==> src/rtl/booth_mult_param_if.sv <==
// Handshake and operand bundle for booth_mult_param.
// master: host side that drives start/operands. slave: the multiplier.
interface booth_mult_param_if #(
  parameter int WIDTH = 16
);
  logic               start;
  logic               signed_mode;
  logic [WIDTH-1:0]   multiplicand;
  logic [WIDTH-1:0]   multiplier;
  logic               busy;
  logic               done;
  logic [2*WIDTH-1:0] result;

  modport master (
    output start, signed_mode, multiplicand, multiplier,
    input  busy, done, result
  );

  modport slave (
    input  start, signed_mode, multiplicand, multiplier,
    output busy, done, result
  );
endinterface

==> src/rtl/booth_mult_param.sv <==
// Parametrised sequential Booth multiplier with a start/busy/done handshake.
// Handles signed or unsigned operands, selected at runtime per operation.
// BOOTH_RADIX4_EN defined  : radix-4 recoding, WIDTH/2+1 iterations.
// BOOTH_RADIX4_EN undefined: radix-2 recoding, WIDTH+1 iterations.
module booth_mult_param #(
  parameter int WIDTH = 16
) (
  input  logic              clk,
  input  logic              rst,
  booth_mult_param_if.slave bus
);

`ifdef BOOTH_RADIX4_EN
  localparam int N    = WIDTH + 2;
  localparam int ITER = N / 2;
`else
  localparam int N    = WIDTH + 1;
  localparam int ITER = N;
`endif
  localparam int CW = $clog2(ITER + 1);
  localparam int PW = 2 * WIDTH;

  typedef enum logic [1:0] {IDLE, CALC, DONE} state_t;

  state_t         state, state_nx;
  logic [N:0]     a;
  logic [N-1:0]   q;
  logic [N-1:0]   m;
  logic           qm1;
  logic [CW-1:0]  cnt;
  logic [PW-1:0]  res_q;

  logic [N:0]     m_x, addend, a_sum, a_nx;
  logic [N-1:0]   q_nx;
  logic           qm1_nx;
  logic [PW-1:0]  prod_lo;
  logic           last;
  logic           busy_c, done_c;
  logic           ext_m, ext_q;

  assign ext_m   = bus.signed_mode & bus.multiplicand[WIDTH-1];
  assign ext_q   = bus.signed_mode & bus.multiplier[WIDTH-1];
  assign last    = (cnt == CW'(1));
  assign prod_lo = PW'({a_nx, q_nx});

  // One Booth step: recode the low multiplier bits, add to A, shift {A,Q,q_m1}.
  always_comb begin
    m_x    = {m[N-1], m};
    addend = '0;
`ifdef BOOTH_RADIX4_EN
    case ({q[1:0], qm1})
      3'b001, 3'b010: addend = m_x;
      3'b011:         addend = {m, 1'b0};
      3'b100:         addend = -{m, 1'b0};
      3'b101, 3'b110: addend = -m_x;
      default:        addend = '0;
    endcase
    a_sum  = a + addend;
    a_nx   = {{2{a_sum[N]}}, a_sum[N:2]};
    q_nx   = {a_sum[1:0], q[N-1:2]};
    qm1_nx = q[1];
`else
    case ({q[0], qm1})
      2'b01:   addend = m_x;
      2'b10:   addend = -m_x;
      default: addend = '0;
    endcase
    a_sum  = a + addend;
    a_nx   = {a_sum[N], a_sum[N:1]};
    q_nx   = {a_sum[0], q[N-1:1]};
    qm1_nx = q[0];
`endif
  end

  // Controller state register.
  always_ff @(posedge clk or posedge rst) begin
    if (rst) state <= IDLE;
    else     state <= state_nx;
  end

  // Next-state and handshake outputs.
  always_comb begin
    state_nx = state;
    busy_c   = 1'b0;
    done_c   = 1'b0;
    case (state)
      IDLE: if (bus.start) state_nx = CALC;
      CALC: begin
        busy_c = 1'b1;
        if (last) state_nx = DONE;
      end
      DONE: begin
        done_c   = 1'b1;
        state_nx = IDLE;
      end
      default: state_nx = IDLE;
    endcase
  end

  // Operand capture, iteration datapath and result register.
  always_ff @(posedge clk or posedge rst) begin
    if (rst) begin
      a     <= '0;
      q     <= '0;
      m     <= '0;
      qm1   <= 1'b0;
      cnt   <= '0;
      res_q <= '0;
    end else begin
      case (state)
        IDLE: if (bus.start) begin
          m   <= {{(N-WIDTH){ext_m}}, bus.multiplicand};
          q   <= {{(N-WIDTH){ext_q}}, bus.multiplier};
          a   <= '0;
          qm1 <= 1'b0;
          cnt <= CW'(ITER);
        end
        CALC: begin
          a   <= a_nx;
          q   <= q_nx;
          qm1 <= qm1_nx;
          cnt <= cnt - CW'(1);
          if (last) res_q <= prod_lo;
        end
        default: ;
      endcase
    end
  end

  assign bus.busy   = busy_c;
  assign bus.done   = done_c;
  assign bus.result = res_q;

endmodule

==> src/flat_wrapper.sv <==
// flat-port wrapper written by rule: the top's interface ports become plain ports
module booth_mult_param_flat 
#(
  parameter int WIDTH = 16
)
  (clk, rst, bus_start, bus_signed_mode, bus_multiplicand, bus_multiplier, bus_busy, bus_done, bus_result);
  booth_mult_param_if #(.WIDTH(WIDTH)) bus_i ();
  input  logic clk;
  input  logic rst;
  input wire logic [$bits(bus_i.start)-1:0] bus_start;
  input wire logic [$bits(bus_i.signed_mode)-1:0] bus_signed_mode;
  input wire logic [$bits(bus_i.multiplicand)-1:0] bus_multiplicand;
  input wire logic [$bits(bus_i.multiplier)-1:0] bus_multiplier;
  output wire logic [$bits(bus_i.busy)-1:0] bus_busy;
  output wire logic [$bits(bus_i.done)-1:0] bus_done;
  output wire logic [$bits(bus_i.result)-1:0] bus_result;
  assign bus_i.start = bus_start;
  assign bus_i.signed_mode = bus_signed_mode;
  assign bus_i.multiplicand = bus_multiplicand;
  assign bus_i.multiplier = bus_multiplier;
  assign bus_busy = bus_i.busy;
  assign bus_done = bus_i.done;
  assign bus_result = bus_i.result;
  booth_mult_param #(.WIDTH(WIDTH)) u_core (.clk(clk), .rst(rst), .bus(bus_i));
endmodule
==> config.mk <==
export PLATFORM = sky130hd
export DESIGN_NAME = booth_mult_param_flat
export DESIGN_NICKNAME = d
export VERILOG_FILES = /design/src/rtl/booth_mult_param_if.sv /design/src/rtl/booth_mult_param.sv /design/src/flat_wrapper.sv
export SDC_FILE = /design/constraint.sdc
export NUM_CORES = 1
export LEC_CHECK = 0
export BUFFER_PORTS_ARGS = -buffer_cell sky130_fd_sc_hd__buf_4
export CORE_ASPECT_RATIO = 1.4
export CORE_MARGIN = 5
export CORE_UTILIZATION = 45
export CTS_CLUSTER_SIZE = 8
export DETAILED_ROUTE_END_ITERATION = 12
export PLACE_DENSITY = 0.66
export SLEW_MARGIN = 20
export SYNTH_ARGS = -nofsm -noshare
export SYNTH_HDL_FRONTEND = slang
export SYNTH_SLANG_ARGS = --single-unit
==> constraint.sdc <==
create_clock -name clk -period 6.6 [get_ports clk]
set_input_delay 0.66 -clock clk [delete_from_list [all_inputs] [get_ports clk]]
set_output_delay 0.66 -clock clk [all_outputs]
set_load 0.01 [all_outputs]
==> qor.yml <==
layout:
  layout.nets: 652
  drive_gt1_share_pct: 16.6
  final_common_cell: "nand2_1"
  layout_common_cells: "163 x nand2_1, 91 x dfrtp_1, 73 x buf_4"
  fillerInstances: 1019
  antenna_cells: 0
  syn_to_final_growth_pct: 18.8
  seq_area_um2: 2280
  multi_input_area_um2: 2310
  fin_area_um2: 5640
power_and_ir_drop:
  clkPwrFrac_pct: 16.1
  power_switching_uw: 1260
  swShare_pct: 43.0
  seqPwrFrac_pct: 35.7
  p_int_uw: 1670
  comb_power_share_pct: 48.3
  leakagePower_uw: 0.00279
  ir_drop_v: 0.000236
  p_per_area_nw_per_um2: 520
timing:
  tightest_slew_ns: 0.775
  hold_slack_ns: 0.185
  skew_ns: 0.00676
  drv_slew: 0
  layout_setup_ws_ns: 2.50
  fin_crit_sh_pct: 62.1
  rsz0062_at_grt: "no"
  period_needed_ns: 4.10
  final_hold_viol_count: 0
  setup_viol: 0
  fmax_mhz: 244
  fin_tns_setup_ns: 0
  slew_headroom_pct: 48.3
die:
  core_area_um2: 10300
  fp-row-count: 44
  die_w_um: 96.8
  dieArea_um2: 12700
  die_y_um: 131
  ios: 70
  initial_utilization_pct: 45.8
clock_tree:
  cts_max_level: 3
  cts_hold_buf: 0
  insertion_delay_ns: 0.34
  cts_num_sinks: 91
  cts_tree: "done"
  numCtsBuffers: 9
  cts_root_buf: "clkbuf_16"
  cts.clk_slew.worst_paths_ns: 0.06
  cts_setup_buffers: 0
  cts-resized-gates: 0
  clockBufferDepth: 2
detailed_routing:
  drt_iter0_drc: 173
  wl_per_cell_um: 15.3
  drc_errors: 0
  wirelength_um: 11200
  vias_per_cell: 5.38
  vias: 3956
  antenna_left: 0
  drtPass1Iterations: 4
grt:
  grt_max_degree: 87
  grt_overflow: 0
  grt_pass1_wl_um: 19200
  antenna_found_initial: 0
  grt.total_usage_pct: 18.2
  grt_pass1_vias: 4074
place:
  pre_cts_ws_ns: 2.56
  dp.final_hpwl_um: 7910
  port_buffers: 69
  place_area_um2: 5360
  gp_congestion: 0.901
synthesis:
  synthesis.nets: 596
  syn_inst: 537
  avgSynthCellArea_um2: 8.83
  synth_edf_count: 0
  ys_ff_latch: 91
  ys_async_sr_fraction_pct: 100
  yosysWarnings: 0
  yosysUniqueCellTypes: 50
  synth-main-ff-cell: "dfrtp_1"
  syn_area_um2: 4740
  yosysSeqAreaShare_pct: 48.0
worst_setup_path:
  crit_required_ns: 6.87
  crit_arrival_ns: 4.37
  slowest_stage: "dfrtp_1"
  cp_max_fo: 5
  crit_type: "reg2reg"
  cp-end-kind: "flip-flop"
  r2r-end: "u_core.a[16]"
  reg2reg_depth: 15
  path_common_cell: "or3_4"
  crit_path_max_incr_delay_ns: 0.43
  r2r_start: "u_core.m[2]"
  reg2reg_slack_ns: 2.50
  worstPathCellList: "or3_4 -> or3_4 -> or3_4 -> or3_1 -> a32oi_1 -> nor2_1 -> ha_1 -> a211oi_1 -> nor2_1 -> o31a_1 -> a211oi_1 -> o21ai_1 -> xnor2_1 -> or3_2 -> o21ai_2"
  cp-start-kind: "flip-flop"
min_path:
  min_path_type: "in2async"
job:
  drv_cap: 0
status:
  status: "completed"
[how the worst max path moves through the flow]
| stage | from | slack [ns] | cells past startpoint | endpoint |
|---|---|---|---|---|
| after floorplan | u_core.m[2] | 2.77 | 15 | u_core.a[16] |
| after global placement | u_core.m[2] | 2.61 | 15 | u_core.a[16] |
| after detailed placement | u_core.m[2] | 2.56 | 15 | u_core.a[16] |
| after CTS | u_core.m[2] | 2.51 | 15 | u_core.a[16] |
| after global routing | u_core.m[2] | 2.29 | 15 | u_core.a[16] |
| final | u_core.m[2] | 2.50 | 15 | u_core.a[16] |
[state kept, by name, indices dropped and copies added, names as in the netlist]
signal             count
u_core.a              17
u_core.cnt             5
u_core.q              17
u_core.m              17
u_core.bus.result     32
u_core.qm1             1
u_core.state           2
[final cells by class]
class / count / share of cell area [%]
clock inverters: 6 / 0.755
well taps: 138 / 3.06
inverters: 12 / 0.821
multi-input cells: 405 / 41.0
repair buffers: 74 / 9.92
flip-flops and latches: 91 / 40.4
clock buffers: 9 / 4.00
[critical path, delay by kind of cell (launching register included)]
| family | cells | cell delay (ns) |
|---|---|---|
| AOI/OAI and AO/OA | 6 | 1.12 |
| xor gates and xnor gates | 1 | 0.16 |
| adders and majority gates | 1 | 0.23 |
| DFF | 1 | 0.43 |
| and+or+nand+nor | 7 | 2.06 |
[stage by stage]
| stage | std cells | util (%) | total power [µW] |
|---|---|---|---|
| 3_5_place_dp | 720 | 51.8 | 2480 |
| 6_report | 735 | 54.5 | 2930 |
| 2_1_floorplan | 537 | - | 2010 |
| 5_1_grt | 735 | 54.5 | 3190 |
| 3_3_place_gp | 720 | 51.8 | 2430 |
| 4_1_cts | 735 | 54.4 | 2960 |
[cell usage after synthesis, drive strengths merged, types with 7 or more instances]
master  number  area (µm²)
dfrtp       91        2280
nor2        23        86.3
xnor2       14         123
a22oi       25         188
nor3         9        50.1
inv         11        41.3
or3          7        60.1
ha          22         275
nand3       18        90.1
nand2      164         616
xor2        12         105
a21oi       16        80.1
a21o         9        67.6
clkbuf      25        93.8
o21ai       46         234
[power groups by stage]
stage	combinational [µW]	clock [µW]	sequential (µW)
3_3_place_gp	1390	0	1040
6_report	1420	471	1050
4_1_cts	1430	482	1050
5_1_grt	1600	502	1090
2_1_floorplan	971	0	1040
3_5_place_dp	1420	0	1050
[logic make-up after synthesis]
family	share of synthesized area, %
adder cells (fa/ha/maj)	6.23
AND/OR/NAND/NOR	21.6
multiplexers	0.211
flip-flops	48.0
buffers and inverters	3.27
AO/OA/AOI/OAI	15.9
XOR/XNOR	4.80
[layer usage]
layer	up-vias	track usage (%)	routed length [µm]
met5	-	0	0
met3	23	4.40	436
met4	0	7.81	349
met1	1909	20.1	4460
met2	79	32.8	6000
li1	1945	-	-
No activity file was read; power rests on OpenSTA's default activity.
